--- config.mk ---
export PLATFORM = sky130hd
export DESIGN_NAME = spi_rx_byte_packer
export DESIGN_NICKNAME = d
export VERILOG_FILES = /design/src/rtl/spi_rx_byte_packer.sv
export SDC_FILE = /design/constraint.sdc
export NUM_CORES = 1
export LEC_CHECK = 0
export BUFFER_PORTS_ARGS = -buffer_cell sky130_fd_sc_hd__buf_2
export CAP_MARGIN = 5
export CORE_ASPECT_RATIO = 2
export CORE_MARGIN = 4
export CORE_UTILIZATION = 40
export CTS_CLUSTER_SIZE = 40
export DETAILED_ROUTE_END_ITERATION = 6
export PLACE_DENSITY = 0.66
export SLEW_MARGIN = 10
export SYNTH_ARGS = -nofsm -noshare
export SYNTH_HDL_FRONTEND = slang
export SYNTH_SLANG_ARGS = --single-unit
--- constraint.sdc ---
create_clock -name clk_i -period 3.58 [get_ports clk_i]
set_input_delay 0.716 -clock clk_i [delete_from_list [all_inputs] [get_ports clk_i]]
set_output_delay 0.716 -clock clk_i [all_outputs]
set_load 0.02 [all_outputs]
--- src/rtl/spi_rx_byte_packer.sv ---
// Packs the SPI master's received-bit stream into DATA_W-bit words and buffers them
// in a first-word-fall-through FIFO with valid/ready output and sticky error flags.
module spi_rx_byte_packer #(
    parameter int DATA_W     = 8,
    parameter int FIFO_DEPTH = 4,
    parameter bit MSB_FIRST  = 1'b1
) (
    input  logic                          clk_i,
    input  logic                          rst_ni,
    input  logic                          frame_active_i,
    input  logic                          bit_valid_i,
    input  logic                          bit_i,
    input  logic                          clr_i,
    output logic [DATA_W-1:0]             byte_data_o,
    output logic                          byte_valid_o,
    input  logic                          byte_ready_i,
    output logic [$clog2(FIFO_DEPTH):0]   fifo_count_o,
    output logic                          overflow_o,
    output logic                          partial_o
);

    localparam int PTR_W = $clog2(FIFO_DEPTH);
    localparam int CNT_W = PTR_W + 1;
    localparam int BC_W  = $clog2(DATA_W);

    localparam logic [1:0] ST_IDLE    = 2'd0;
    localparam logic [1:0] ST_COLLECT = 2'd1;
    localparam logic [1:0] ST_ABORT   = 2'd2;

    logic [1:0]        state_q;
    logic              frame_prev_q;
    logic [BC_W-1:0]   bit_cnt_q;
    logic [DATA_W-1:0] shift_q;
    logic [DATA_W-1:0] shift_nxt;
    logic              word_done;
    logic              push;
    logic              pop;

    logic [DATA_W-1:0] mem [FIFO_DEPTH];
    logic [PTR_W-1:0]  wr_ptr_q;
    logic [PTR_W-1:0]  rd_ptr_q;
    logic [CNT_W-1:0]  count_q;

    // NOTE: every signal driven in always_comb is assigned on every path, so no latch is inferred.
    always_comb begin
        shift_nxt = MSB_FIRST ? {shift_q[DATA_W-2:0], bit_i} : {bit_i, shift_q[DATA_W-1:1]};
        word_done = (state_q == ST_COLLECT) && frame_active_i && bit_valid_i &&
                    (bit_cnt_q == BC_W'(DATA_W - 1));
        pop       = byte_valid_o & byte_ready_i;
        push      = word_done & ((count_q < CNT_W'(FIFO_DEPTH)) | pop);
    end

    // frame_prev resets high so a frame already active at reset release is skipped.
    // NOTE: sequential state uses non-blocking assignments so all registers update from pre-edge values.
    always_ff @(posedge clk_i or negedge rst_ni) begin
        if (!rst_ni) begin
            state_q      <= ST_IDLE;
            frame_prev_q <= 1'b1;
            bit_cnt_q    <= '0;
            shift_q      <= '0;
        end else begin
            frame_prev_q <= frame_active_i;
            case (state_q)
                ST_IDLE: begin
                    if (frame_active_i && !frame_prev_q) begin
                        shift_q   <= '0;
                        bit_cnt_q <= '0;
                        state_q   <= ST_COLLECT;
                    end
                end
                ST_COLLECT: begin
                    if (!frame_active_i) begin
                        state_q <= (bit_cnt_q != '0) ? ST_ABORT : ST_IDLE;
                    end else if (bit_valid_i) begin
                        shift_q   <= shift_nxt;
                        bit_cnt_q <= word_done ? '0 : bit_cnt_q + 1'b1;
                    end
                end
                ST_ABORT: begin
                    shift_q   <= '0;
                    bit_cnt_q <= '0;
                    state_q   <= ST_IDLE;
                end
                default: state_q <= ST_IDLE;
            endcase
        end
    end

    // NOTE: storage array has no reset; occupancy is tracked by count_q and empty output is forced to 0.
    always_ff @(posedge clk_i) begin
        if (push) begin
            mem[wr_ptr_q] <= shift_nxt;
        end
    end

    always_ff @(posedge clk_i or negedge rst_ni) begin
        if (!rst_ni) begin
            wr_ptr_q <= '0;
            rd_ptr_q <= '0;
            count_q  <= '0;
        end else begin
            if (push) wr_ptr_q <= wr_ptr_q + 1'b1;
            if (pop)  rd_ptr_q <= rd_ptr_q + 1'b1;
            case ({push, pop})
                2'b10:   count_q <= count_q + 1'b1;
                2'b01:   count_q <= count_q - 1'b1;
                default: count_q <= count_q;
            endcase
        end
    end

    // Sticky flags: a set event in the same cycle as clr_i wins.
    always_ff @(posedge clk_i or negedge rst_ni) begin
        if (!rst_ni) begin
            overflow_o <= 1'b0;
            partial_o  <= 1'b0;
        end else begin
            overflow_o <= (word_done & ~push) | (overflow_o & ~clr_i);
            partial_o  <= (state_q == ST_ABORT) | (partial_o & ~clr_i);
        end
    end

    assign byte_valid_o = (count_q != '0);
    assign byte_data_o  = byte_valid_o ? mem[rd_ptr_q] : '0;
    assign fifo_count_o = count_q;

endmodule

==> results summary, run 1 <==
The run finished with clean final reports. The count of inserted antenna diode cells is 0. The netlist uses 30 different library cells. The maximum number of pins on one net before global-route repair is 23. The number of nets in the layout came out at 191. The signal on the critical path passes through mux4_2 > and2_1 > buf_2.

By startpoint and endpoint, the worst setup path is classified as flop to output port. In this run, synthesis inferred 32 flip-flops with an integrated enable. The number of placed I/O pins came out at 21.

The mean post-synth cell area came out at 14.9 um^2. Summed over all cells, the static leakage comes to 0.956 nW. The kind of path behind the tightest hold check is primary input to async pin.

Setup slack on the worst reg-to-reg path comes out at 1.21 ns. The CTS tree is done. The fraction of layout cells with a size suffix above 1 is 0.205. The total negative setup slack is 0 ns. STA classifies the critical path endpoint as an output port. The via count of the first global-routing pass was 1337. In this run the remaining antenna-violating nets after routing total 0.

The register bit total from synthesis is 54. In the global route stage, overall resource usage came out at 0.131. The area growth from synthesis to layout is 9.96%.

The time the final worst path needs with I/O delays and setup came out at 2.63 ns. The arrival time of the worst setup path came out at 1.92 ns. Setup repair after global routing left no endpoint under its margin. The average wire per standard cell came out at 16.3 um. The clock input transition at the sequential cells of the worst setup and hold paths came out at 0.09 ns.

The cell at the root of the clock tree is sky130_fd_sc_hd__clkbuf_8. The number of sinks driven by the clock tree came out at 54. The number of max-slew violations in the final report is 0.

The highest clock frequency the design can meet is 380 MHz. The remaining design rule violation count came out at 0. Measured along the y axis, the die boundary spans 115 um.

Summing every instance area after synthesis gives 0.00227 mm^2. The number of gates resized after CTS came out at 0. The highest fanout seen on the critical path is 10.

After clock tree synthesis, the flow added hold-fix buffers numbering 0. After global routing the overflow that remains totals 0. The total via count in the routed design is 1228.

The share of the synthesized area in the top cell type is 0.423. Leaving out fill and tap cells, the most frequent cells in the layout are 32 x sky130_fd_sc_hd__edfxtp_1, 21 x sky130_fd_sc_hd__dfrtp_1, 20 x sky130_fd_sc_hd__buf_2, 19 x sky130_fd_sc_hd__nand2_1, 13 x sky130_fd_sc_hd__and2_1. The initial standard-cell utilization of the core came out at 0.416. The cell depth of the worst flop-to-flop path is 7.

The worst supply voltage drop on vdd came out at 0.436 mV. The later pin in the worst-skew pair is clocked with a latency of 0.30 ns. The width of the die is 61.3 um. Among all flip-flop cells after synthesis, the most frequent one is sky130_fd_sc_hd__edfxtp_1. The per-cell via count in the routed design came out at 5.20. The maximum count of clock buffers along a single path came out at 2. The detailed-route wire length came out at 3840 um. The library cell with the largest summed area after synthesis is sky130_fd_sc_hd__edfxtp_1.

In this run the power density over the cells is 620 mW/mm^2. The post-synthesis cell count came out at 153. The async set-reset flop share out of synthesis came out at 0.407. The post-synthesis net count came out at 169. Yosys attributes the largest share of cell area to sky130_fd_sc_hd__edfxtp_1 42%, sky130_fd_sc_hd__dfrtp_1 23%, sky130_fd_sc_hd__mux4_2 7.9%, sky130_fd_sc_hd__ha_1 4.4%, sky130_fd_sc_hd__and2_1 3.6%. The required time at the endpoint of the critical path came out at 2.86 ns. The congestion estimate from routability-driven global placement came to 0.710.

Setup violations remaining at the end of the flow were counted as 0. The stage delay of the slowest cell on the critical path came out at 0.73 ns. Across the run, the number of max-cap violations was 0. For this run, the detailed router's first-pass iteration total came to 4. The fraction of the cycle the final worst path needs came out at 0.735. The total count of hold-check failures in the final report came out at 0. Between clock sinks in the finished design, the worst skew comes to 0.00924 ns.

At the pin with the least slew margin, the transition time is 0.663 ns. The detailed placer's ending HPWL came out at 3020 um. The number of I/O port buffers came out at 20.

The worst relative slew slack is 0.558. The first global-routing pass estimated 6600 um of wire. The master of the slowest instance on the critical path is sky130_fd_sc_hd__dfrtp_1. Post-CTS timing repair inserted 0 buffers for setup. Leaving out fill and tap cells, the most frequent cell in the layout is sky130_fd_sc_hd__edfxtp_1.

Hold timing on the final database bottoms out at a slack of 0.363 ns. The CTS buffer count came out at 5. After floorplanning, the core was sized to cover 0.00547 mm^2.

The synthesis warning total is 0. For this block, the initial DRC count from the detailed router was 27. The number of placement rows came out at 38. The number of antenna violations at the first check in global routing was 0.

The startpoint type of the worst setup path is a flop. The floorplan step defined a die boundary enclosing 0.00703 mm^2. The proportion of synthesized chip area in sequential cells is 0.665. The number of H-tree levels came out at 2.
-- path summary, 6_finish.rpt --
check / from / end
min in group clk_i: fifo_count_o[2] / fifo_count_o[2]
worst max-delay path: rd_ptr_q[0] / byte_data_o[4]
max in group asynchronous: rst_ni / frame_prev_q
worst min-delay path: rst_ni / fifo_count_o[0]
worst max register to register: state_q[1] / fifo_count_o[1]
worst min register to register: fifo_count_o[2] / fifo_count_o[2]
-- where the power goes --
part / internal (W) / switching, W / leakage, nW
registers: 0.000699 / 0.0000814 / 0.558
clock network: 0.000139 / 0.000181 / 0.0385
logic: 0.000211 / 0.000240 / 0.360
total: 0.00105 / 0.000502 / 0.956
-- per-layer routing --
layer	track usage	vias to the layer above	routed length [um]
li1	-	577	-
met1	0.121	615	1230
met2	0.251	25	2380
met3	0.0237	11	109
met4	0.0666	0	127
met5	0	-	0
-- registers in the layout (all words and copies together), names as in the netlist --
| register | count |
|---|---|
| overflow_o | 1 |
| bit_cnt_q | 3 |
| partial_o | 1 |
| fifo_count_o | 3 |
| rd_ptr_q | 2 |
| mem | 32 |
| shift_q | 7 |
| wr_ptr_q | 2 |
| state_q | 2 |
| frame_prev_q | 1 |
-- worst max-delay path, delay by kind of cell, from the launching register on --
kind	cells	cell delay (ns)
and+or+nand+nor	1	0.17
muxes	1	0.58
DFF	1	0.73
buffers and inverters	1	0.15
-- logic make-up (layout without fill, tap and decap cells) --
logic type | after synthesis | after routing | synth area share
buf+inv | 16 | 39 | 0.0325
compound gates | 14 | 14 | 0.0363
flops | 54 | 54 | 0.665
xor+xnor | 6 | 6 | 0.0231
simple gates | 45 | 45 | 0.104
fa+ha+maj | 9 | 9 | 0.0528
mux | 9 | 9 | 0.0859
-- cells in the mapped netlist (2+ instances only) --
library cell and number:
sky130_fd_sc_hd__dfrtp_1 21, sky130_fd_sc_hd__nand2b_1 3, sky130_fd_sc_hd__buf_2 2, sky130_fd_sc_hd__and3_1 2, sky130_fd_sc_hd__o21ai_0 8, sky130_fd_sc_hd__ha_1 8
sky130_fd_sc_hd__xor2_1 3, sky130_fd_sc_hd__inv_1 11, sky130_fd_sc_hd__xnor2_1 3, sky130_fd_sc_hd__mux4_2 8, sky130_fd_sc_hd__o2bb2ai_1 2, sky130_fd_sc_hd__and2_1 13
sky130_fd_sc_hd__edfxtp_1 32, sky130_fd_sc_hd__o22ai_1 2, sky130_fd_sc_hd__nor2_1 2, sky130_fd_sc_hd__nand2_1 19
-- area by class of cell --
cell class	count	area (um^2)
Fill cell	486	2970
Sequential cell	54	1510
Multi-Input combinational cell	83	687
Timing Repair Buffer	20	100
Clock buffer	7	76.3
Tap cell	60	75.1
Inverter	11	41.3
Clock inverter	1	7.51
-- stage by stage --
step	setup WS [ns]	utilization	total power, W	instance area, um^2	cells
finish	0.949	0.457	0.00155	2500	236
global route	0.780	0.457	0.00165	2500	236
CTS	0.880	0.457	0.00158	2500	236
detailed placement	0.847	0.442	0.00126	2420	228
global placement	1.00	0.442	0.00124	2420	228
floorplan	1.31	-	0.00112	2270	153
(Power assumes the default switching activity.)
==> run 2: changes to the inputs <==
Settings changed: ABC_AREA set to 1.
Clock period 3.58 ns to 2.6 ns, I/O delays scaled along.
==> run 2 against run 1 <==
Synthesized cell count increased by 46%; clock power is 100% higher; clock skew down 0.0048 ns; setup slack worse by 0.54 ns; via count grew 22%; synthesized area increased by 6.6%; sequential power increased by 35%; design area grew 8.2%; global-route usage is 0.40 points lower; sequential share of layout area fell by 4.6 points; critical endpoint is now fifo_count_o[2].
==> results summary, run 2 <==
Outcome: completed (unchanged). The number of gates resized after CTS is 0 (unchanged). The count of buffers added by post-CTS timing repair for setup is 0 (unchanged).

The number of placed I/O pins came out at 21 (unchanged). The required time at the endpoint of the critical path is 2.82 ns (was 2.86 ns). The count of inserted antenna diode cells came to 0 (unchanged). The number of sinks driven by the clock tree was 54 (unchanged). The type of element capturing the critical path is a flop (was output port).

The number of I/O port buffers was 20 (unchanged). The fraction of layout cells with a size suffix above 1 is 0.220 (was 0.205). The async set-reset flop share out of synthesis is 0.407 (unchanged). The count of nets left with antenna violations after detail routing came out at 0 (unchanged).

The number of setup violations in the final report is 0 (unchanged). The initial standard-cell utilization of the core is 0.417 (was 0.416). Top Registers: mem x32, shift_q x7 (unchanged). The post-synth design cell area is 0.00242 mm^2 (was 0.00227 mm^2). The areal power density over the cells came to 956 mW/mm^2 (was 620 mW/mm^2). The setup slack at placement was 0.408 ns (was 0.847 ns). The number of max-slew violations in the final report is 0 (unchanged). The total count of hold-check failures in the final report came out at 0 (unchanged).

The most common cell after layout, fill and taps aside was sky130_fd_sc_hd__nor2_1 (was sky130_fd_sc_hd__edfxtp_1). The kind of path behind the tightest hold check is primary input to async pin (unchanged). The flip-flop count of the largest register after layout is 32 (unchanged). For this run, the top clock speed supported by timing is 457 MHz. The destination of the worst register-to-register timing path is fifo_count_o[2] (was fifo_count_o[1]).

The clock insertion delay at the later pin of the skew report is 0.29 ns (was 0.30 ns). The static leakage is 1.13 nW (was 0.956 nW). The kind of critical path is flop to flop (was flop to output port). The synthesis warning total came out at 0 (unchanged).

The arrival time of the worst setup path came out at 2.40 ns (was 1.92 ns). The slew at the pin with the worst max-slew slack came out at 0.520 ns (was 0.663 ns). The CTS buffer count came out at 5 (unchanged).

The post-synthesis net count came out at 239 (was 169). The width of the die is 63.0 um (was 61.3 um). The setup slack after layout is 0.412 ns (was 0.949 ns). The library cell with the largest summed area after synthesis is sky130_fd_sc_hd__edfxtp_1 (unchanged). The mean post-synth cell area was 10.9 um^2 (was 14.9 um^2).

The maximum number of pins on one net before global-route repair is 23 (unchanged). The post-synthesis cell count is 223 (was 153). The area growth from synthesis to layout came out at 11.6% (was 9.96%).

The total negative setup slack came out at 0 ns (unchanged). The per-cell via count in the routed design is 4.89 (was 5.20). The number of hold buffers added after cts is 0 (unchanged). The detailed-route wire length is 4280 um (was 3840 um). The all-layer global routing usage was 0.127 (was 0.131).

The die height is 118 um (was 115 um). The remaining design rule violation count is 0 (unchanged). Of the available clock period, the critical path in the final layout requires 0.841. The startpoint type of the worst setup path is a flop (unchanged). The number of iterations in the first detailed-routing pass came out at 4 (unchanged). The maximum count of clock buffers along a single path is 2 (unchanged).

The worst-case register-to-register setup slack was 0.41 ns (was 1.21 ns). The origin of the critical flop-to-flop path was bit_cnt_q[0] (was state_q[1]). The number of nets in the layout is 261 (was 191).

The cell at the root of the clock tree is sky130_fd_sc_hd__clkbuf_16 (was sky130_fd_sc_hd__clkbuf_8). The CTS tree was done (unchanged). Counting I/O delays and the setup requirement, the final critical path takes 2.19 ns. The total via count in the routed design came out at 1502 (was 1228). The via count of the first global-routing pass is 1511 (was 1337). The clock input transition at the sequential cells of the worst setup and hold paths came out at 0.06 ns (was 0.09 ns). Most frequent cells in the layout: 36 x sky130_fd_sc_hd__nor2_1, 35 x sky130_fd_sc_hd__nand2_1, 32 x sky130_fd_sc_hd__edfxtp_1, 21 x sky130_fd_sc_hd__dfrtp_1, 20 x sky130_fd_sc_hd__buf_2 (was 32 x sky130_fd_sc_hd__edfxtp_1, 21 x sky130_fd_sc_hd__dfrtp_1, 20 x sky130_fd_sc_hd__buf_2, 19 x sky130_fd_sc_hd__nand2_1, 13 x sky130_fd_sc_hd__and2_1). Leading post-synthesis cells by cell area: sky130_fd_sc_hd__edfxtp_1 40%, sky130_fd_sc_hd__dfrtp_1 22%, sky130_fd_sc_hd__nor2_1 5.6%, sky130_fd_sc_hd__nand2_1 5.4%, sky130_fd_sc_hd__ha_1 4.1% (was sky130_fd_sc_hd__edfxtp_1 42%, sky130_fd_sc_hd__dfrtp_1 23%, sky130_fd_sc_hd__mux4_2 7.9%, sky130_fd_sc_hd__ha_1 4.4%, sky130_fd_sc_hd__and2_1 3.6%).

The number of antenna violations at the first check in global routing is 0 (unchanged). The final RePlAce weighted congestion came out at 0.758 (was 0.710). The total grt overflow came out at 0 (unchanged). The number of placement rows came out at 39 (was 38). The register bank with the most flops is mem (unchanged). The distinct cell type count of the synthesized netlist was 28 (was 30). The worst supply voltage drop on vdd came to 0.647 mV (was 0.436 mV). The most frequent cell after synthesis is sky130_fd_sc_hd__nor2_1 (was sky130_fd_sc_hd__edfxtp_1). The cell depth of the worst flop-to-flop path came out at 12 (was 7).

The proportion of synthesized chip area in sequential cells came out at 0.624 (was 0.665). The register bit total from synthesis is 54 (unchanged). The average wire per standard cell is 13.9 um (was 16.3 um). Leading post-synthesis cells by instance count: 36 x sky130_fd_sc_hd__nor2_1, 35 x sky130_fd_sc_hd__nand2_1, 32 x sky130_fd_sc_hd__edfxtp_1, 21 x sky130_fd_sc_hd__dfrtp_1, 17 x sky130_fd_sc_hd__inv_1 (was 32 x sky130_fd_sc_hd__edfxtp_1, 21 x sky130_fd_sc_hd__dfrtp_1, 19 x sky130_fd_sc_hd__nand2_1, 13 x sky130_fd_sc_hd__and2_1, 11 x sky130_fd_sc_hd__inv_1). The wire length of the first global-routing pass is 7110 um (was 6600 um).

The worst relative slew slack is 0.653 (was 0.558). The number of flops mapped to enable cells by yosys came out at 32 (unchanged). The clock tree skew after final layout was 0.00447 ns (was 0.00924 ns).

The main flop type after synthesis is sky130_fd_sc_hd__edfxtp_1 (unchanged). The number of H-tree levels came out at 2 (unchanged). The detailed placer's ending HPWL came out at 3100 um (was 3020 um). The highest fanout seen on the critical path came out at 7 (was 10). RSZ-0062 raised after global routing: false (unchanged).

The floorplan core area came out at 0.00581 mm^2 (was 0.00547 mm^2). The max-cap violation count came out at 0 (unchanged). The area of the die is 0.00744 mm^2 (was 0.00703 mm^2). The number of DRC violations after detailed-routing iteration 0 is 71 (was 27).

The share of the synthesized area in the top cell type came out at 0.396 (was 0.423).
==> run 2: cell count changes in the layout (fill, tap and decap cells not counted), moves of 4 or more <==
cell / before / now
sky130_fd_sc_hd__a21oi_1: 1 / 9
sky130_fd_sc_hd__and2_1: 13 / 0
sky130_fd_sc_hd__clkbuf_16: 0 / 5
sky130_fd_sc_hd__clkbuf_8: 5 / 1
sky130_fd_sc_hd__inv_1: 11 / 17
sky130_fd_sc_hd__inv_2: 0 / 4
sky130_fd_sc_hd__mux4_2: 8 / 0
sky130_fd_sc_hd__nand2_1: 19 / 35
sky130_fd_sc_hd__nor2_1: 2 / 36
sky130_fd_sc_hd__nor2_2: 0 / 5
sky130_fd_sc_hd__o21ai_1: 0 / 10
sky130_fd_sc_hd__o21ai_2: 0 / 10
==> run 2: how the worst max path moves through the flow <==
stage / startpoint / end / cells after the start
2_1_floorplan: bit_cnt_q[0] / fifo_count_o[2] / 12
3_3_place_gp: bit_cnt_q[0] / fifo_count_o[2] / 12
5_1_grt: bit_cnt_q[1] / fifo_count_o[2] / 12
3_5_place_dp: bit_cnt_q[0] / fifo_count_o[2] / 12
4_1_cts: bit_cnt_q[0] / fifo_count_o[2] / 12
6_report: bit_cnt_q[0] / fifo_count_o[2] / 12
==> run 2: cell families (layout without fill, tap and decap cells) <==
group	count (synthesis)	in the layout	share of synthesized area
simple gates	85	85	0.150
compound gates	42	42	0.106
buf+inv	30	53	0.0594
xor+xnor	3	3	0.0108
flops	54	54	0.624
fa+ha+maj	9	9	0.0496
==> run 2: area by class of cell <==
cell class	count	area, um^2
inverters	23	86.3
flip-flops and latches	54	1510
repair buffers	22	115
clock buffers	7	143
fillers	545	3100
clock inverters	1	5.00
well taps	61	76.3
multi-input cells	139	767
==> run 2: worst max-delay path, cell delays in order, from the launching register on <==
cell and delay (ns):
sky130_fd_sc_hd__dfrtp_1 0.39, sky130_fd_sc_hd__ha_1 0.22, sky130_fd_sc_hd__ha_1 0.18, sky130_fd_sc_hd__nand2_1 0.16, sky130_fd_sc_hd__nor2_4 0.08, sky130_fd_sc_hd__nand2_4 0.11
sky130_fd_sc_hd__ha_1 0.15, sky130_fd_sc_hd__inv_1 0.06, sky130_fd_sc_hd__fa_1 0.38, sky130_fd_sc_hd__nor2_1 0.12, sky130_fd_sc_hd__nor2_1 0.05, sky130_fd_sc_hd__nand2_1 0.07
sky130_fd_sc_hd__xor2_1 0.14
==> run 2: power breakdown <==
| group | internal [W] | switching, W | total (W) |
|---|---|---|---|
| logic | 0.000294 | 0.000588 | 0.000882 |
| registers | 0.000973 | 0.0000755 | 0.00105 |
| clock network | 0.000382 | 0.000273 | 0.000655 |
| total | 0.00165 | 0.000937 | 0.00259 |
==> run 2: per-layer routing <==
layer / global-route usage / up-vias / part of all wire / wire length, um
li1: - / 779 / - / -
met1: 0.121 / 700 / 0.37 / 1560
met2: 0.241 / 17 / 0.58 / 2480
met3: 0.0325 / 6 / 0.033 / 140
met4: 0.0664 / 0 / 0.023 / 100
met5: 0 / - / 0 / 0
==> run 2: metrics by stage <==
| step | hold slack (ns) | util | instances | area (um^2) | power, W |
|---|---|---|---|---|---|
| after floorplan | 0.224 | - | 223 | 2420 | 0.00173 |
| after global placement | 0.472 | 0.440 | 299 | 2560 | 0.00195 |
| after detailed placement | 0.472 | 0.440 | 299 | 2560 | 0.00196 |
| after CTS | 0.209 | 0.466 | 307 | 2710 | 0.00262 |
| after global routing | 0.228 | 0.466 | 307 | 2710 | 0.00276 |
| final | 0.192 | 0.466 | 307 | 2710 | 0.00259 |
==> run 3: changes to the inputs <==
Clock period 2.6 ns to 2.2 ns, I/O delays scaled along.
==> run 3 against run 2 <==
Clock-buffer cell count shrank 1; sequential share of layout area is 0.61 points lower; global-route usage decreased by 0.064 points; largest cell class unchanged; highest routed layer unchanged.
==> results summary, run 3 (synthesis gave the netlist of run 2 again) <==
The area used by multi-input combinational logic came out at 772 um^2 (was 767 um^2). The proportion of power drawn by flip-flops and latches is 0.411 (was 0.406). The utilization after layout came out at 0.471 (was 0.466). The register bank with the most flops was mem (unchanged). The floorplan core area came out at 0.00581 mm^2 (unchanged).

The type of element capturing the critical path is a flop (unchanged). The minimum hold slack is 0.120 ns (was 0.192 ns). The kind of path behind the tightest hold check is primary input to async pin (unchanged).

The number of H-tree levels came to 2 (unchanged). The proportion of total power due to net switching is 0.366 (was 0.362). The number of sinks driven by the clock tree is 54 (unchanged).

The number of setup violations in the final report is 0 (unchanged). The destination of the worst register-to-register timing path is fifo_count_o[2] (unchanged). The number of buffers and inverters on the critical path was 1 (unchanged). The all-layer global routing usage is 0.127 (about the same). The part of the total power dissipated in the clock network came to 0.246 (was 0.253). The relative contribution of combinational cells to total power is 0.342 (was 0.341).

The per-cell via count in the routed design came to 4.87 (was 4.89). The count of inserted antenna diode cells was 0 (unchanged). The maximum number of pins on one net before global-route repair is 23 (unchanged). The cell at the root of the clock tree was sky130_fd_sc_hd__clkbuf_16 (unchanged). The number of cells on the critical path is 12 (unchanged).

The most common cell after layout, fill and taps aside is sky130_fd_sc_hd__nor2_1 (unchanged). The CTS tree is done (unchanged). The worst supply voltage drop on vdd is 0.522 mV (was 0.647 mV).

The number of nets in the layout came out at 265 (was 261). The remaining design rule violation count came out at 0 (unchanged). The max-cap violation count is 0 (unchanged).

The total negative setup slack is 0 ns (unchanged). The master of the slowest instance on the critical path is sky130_fd_sc_hd__dfrtp_1 (unchanged). The average wire per standard cell is 13.8 um (was 13.9 um).

The total count of hold-check failures in the final report came out at 0 (unchanged). The slew at the pin with the worst max-slew slack was 0.518 ns (was 0.520 ns). The clock tree skew after final layout came to 0.00272 ns (was 0.00447 ns). The number of non-filler instances in the completed layout is 311 (was 307). The clock insertion delay at the later pin of the skew report is 0.29 ns (about the same).

The time the final worst path needs with I/O delays and setup is 2.03 ns (was 2.19 ns). The CTS buffer count is 5 (unchanged). The area of the die is 0.00744 mm^2 (unchanged). The via count of the first global-routing pass came out at 1482 (was 1511). The number of placed I/O pins is 21 (unchanged). The detailed-route wire length was 4290 um (was 4280 um).

The origin of the critical flop-to-flop path is bit_cnt_q[0] (unchanged). RSZ-0062 raised after global routing: false (unchanged). Critical Path, Cell by Cell: ha_1 > ha_1 > nand2_2 > nor2_4 > nand2_4 > ha_1 > inv_1 > fa_2 > nor2_1 > nor2_1 > nand2_1 > xor2_1 (was ha_1 > ha_1 > nand2_1 > nor2_4 > nand2_4 > ha_1 > inv_1 > fa_1 > nor2_1 > nor2_1 > nand2_1 > xor2_1). The final RePlAce weighted congestion came out at 0.716 (was 0.758). The number of placement rows is 39 (unchanged). The clock input transition at the sequential cells of the worst setup and hold paths is 0.06 ns (about the same). The library cell appearing most often on the critical path is sky130_fd_sc_hd__ha_1 (unchanged).

The startpoint type of the worst setup path is a flop (unchanged). The detailed placer's ending HPWL is 3180 um (was 3100 um). The number of DRC violations after detailed-routing iteration 0 is 52 (was 71). The fraction of layout cells with a size suffix above 1 is 0.240 (was 0.220).

The number of max-slew violations in the final report came out at 0 (unchanged). The register area is 0.00151 mm^2 (unchanged). The area growth from synthesis to layout came out at 12.9% (was 11.6%). The flip-flop count of the largest register after layout came to 32 (unchanged). The cell total after placement came out at 302 (was 299). The count of nets left with antenna violations after detail routing was 0 (unchanged). The number of iterations in the first detailed-routing pass is 4 (unchanged). Outcome: completed (unchanged). The total via count in the routed design is 1515 (was 1502). The arrival time of the worst setup path is 2.24 ns (was 2.40 ns). The cell-internal power came out at 0.00193 W (was 0.00165 W). The cell depth of the worst flop-to-flop path came out at 12 (unchanged). The required time at the endpoint of the critical path is 2.41 ns (was 2.82 ns). The stage delay of the slowest cell on the critical path came out at 0.40 ns (was 0.39 ns). Top Registers: mem x32, shift_q x7 (unchanged). The initial standard-cell utilization of the core came to 0.417 (unchanged). The areal power density over the cells is 1110 mW/mm^2 (was 956 mW/mm^2). The highest fanout seen on the critical path came out at 7 (unchanged). The critical path's top delay family is adder cells (unchanged). The width of the die was 63.0 um (unchanged).

Most frequent cells in the layout: 36 x sky130_fd_sc_hd__nor2_1, 34 x sky130_fd_sc_hd__nand2_1, 32 x sky130_fd_sc_hd__edfxtp_1, 21 x sky130_fd_sc_hd__dfrtp_1, 20 x sky130_fd_sc_hd__buf_2 (was 36 x sky130_fd_sc_hd__nor2_1, 35 x sky130_fd_sc_hd__nand2_1, 32 x sky130_fd_sc_hd__edfxtp_1, 21 x sky130_fd_sc_hd__dfrtp_1, 20 x sky130_fd_sc_hd__buf_2). The total grt overflow was 0 (unchanged). The worst-case register-to-register setup slack was 0.17 ns (was 0.41 ns). The number of antenna violations at the first check in global routing is 0 (unchanged). The switching power is 0.00111 W (was 0.000937 W). The static leakage is 1.14 nW (was 1.13 nW). The worst relative slew slack is 0.655 (was 0.653). The fraction of the cycle the final worst path needs is 0.921 (was 0.841). The number of hold buffers added after cts is 0 (unchanged). The highest clock frequency the design can meet came out at 493 MHz (was 457 MHz). The maximum count of clock buffers along a single path is 2 (unchanged). The kind of critical path is flop to flop (unchanged). The wire length of the first global-routing pass is 7230 um (was 7110 um). The final-layout fill cell count came out at 539 (was 545).

The number of I/O port buffers came out at 20 (unchanged). The die height is 118 um (unchanged).
run 3: cell types whose count changed in the layout (fill, tap and decap cells not counted), sizes merged:
cell    before  now
buf         22   26
clkinv       3    4
clkbuf       7    6
run 3: repair_timing:
item                                   4_1_cts  5_1_grt
gates resized for setup                      0        2
endpoints found under the hold margin        0        0
setup buffers                                0        1
setup endpoints to repair                    0        1
run 3: final cells by class:
class | instances | area share
sequential | 54 | 0.553
timing repair buffer | 26 | 0.0531
tap | 61 | 0.0279
inverter | 23 | 0.0316
multi-input combinational | 139 | 0.282
clock buffer | 6 | 0.0471
clock inverter | 2 | 0.00503
run 3: worst max path at each step:
stage	from	to	slack, ns
after global placement	bit_cnt_q[0]	fifo_count_o[2]	0.14
after detailed placement	bit_cnt_q[0]	fifo_count_o[2]	0.10
after global routing	bit_cnt_q[0]	fifo_count_o[2]	0.05
after floorplan	bit_cnt_q[0]	fifo_count_o[2]	0.19
after CTS	bit_cnt_q[0]	fifo_count_o[2]	0.08
final	bit_cnt_q[0]	fifo_count_o[2]	0.17
run 3: per-stage QoR:
stage,total power [W],cell area [um^2],setup slack (ns)
floorplan,0.00204,2420,0.188
global placement,0.00230,2580,0.135
detailed placement,0.00232,2580,0.101
CTS,0.00307,2720,0.0771
global route,0.00324,2740,0.0530
finish,0.00304,2740,0.173
run 3: routing by layer:
metal / GRT usage / part of all wire / routed length, um / vias up
met2: 0.234 / 0.57 / 2460 / 19
met1: 0.127 / 0.37 / 1590 / 703
li1: - / - / - / 787
met5: 0 / 0 / 0 / -
met4: 0.0705 / 0.025 / 107 / 0
met3: 0.0277 / 0.032 / 137 / 6
run 3: power by group through the flow:
stage	logic, W	registers [W]	clock network (W)
after floorplan	0.000781	0.00126	0
after global placement	0.00103	0.00127	0
after detailed placement	0.00105	0.00128	0
after CTS	0.00105	0.00125	0.000769
after global routing	0.00117	0.00127	0.000803
final	0.00104	0.00125	0.000749
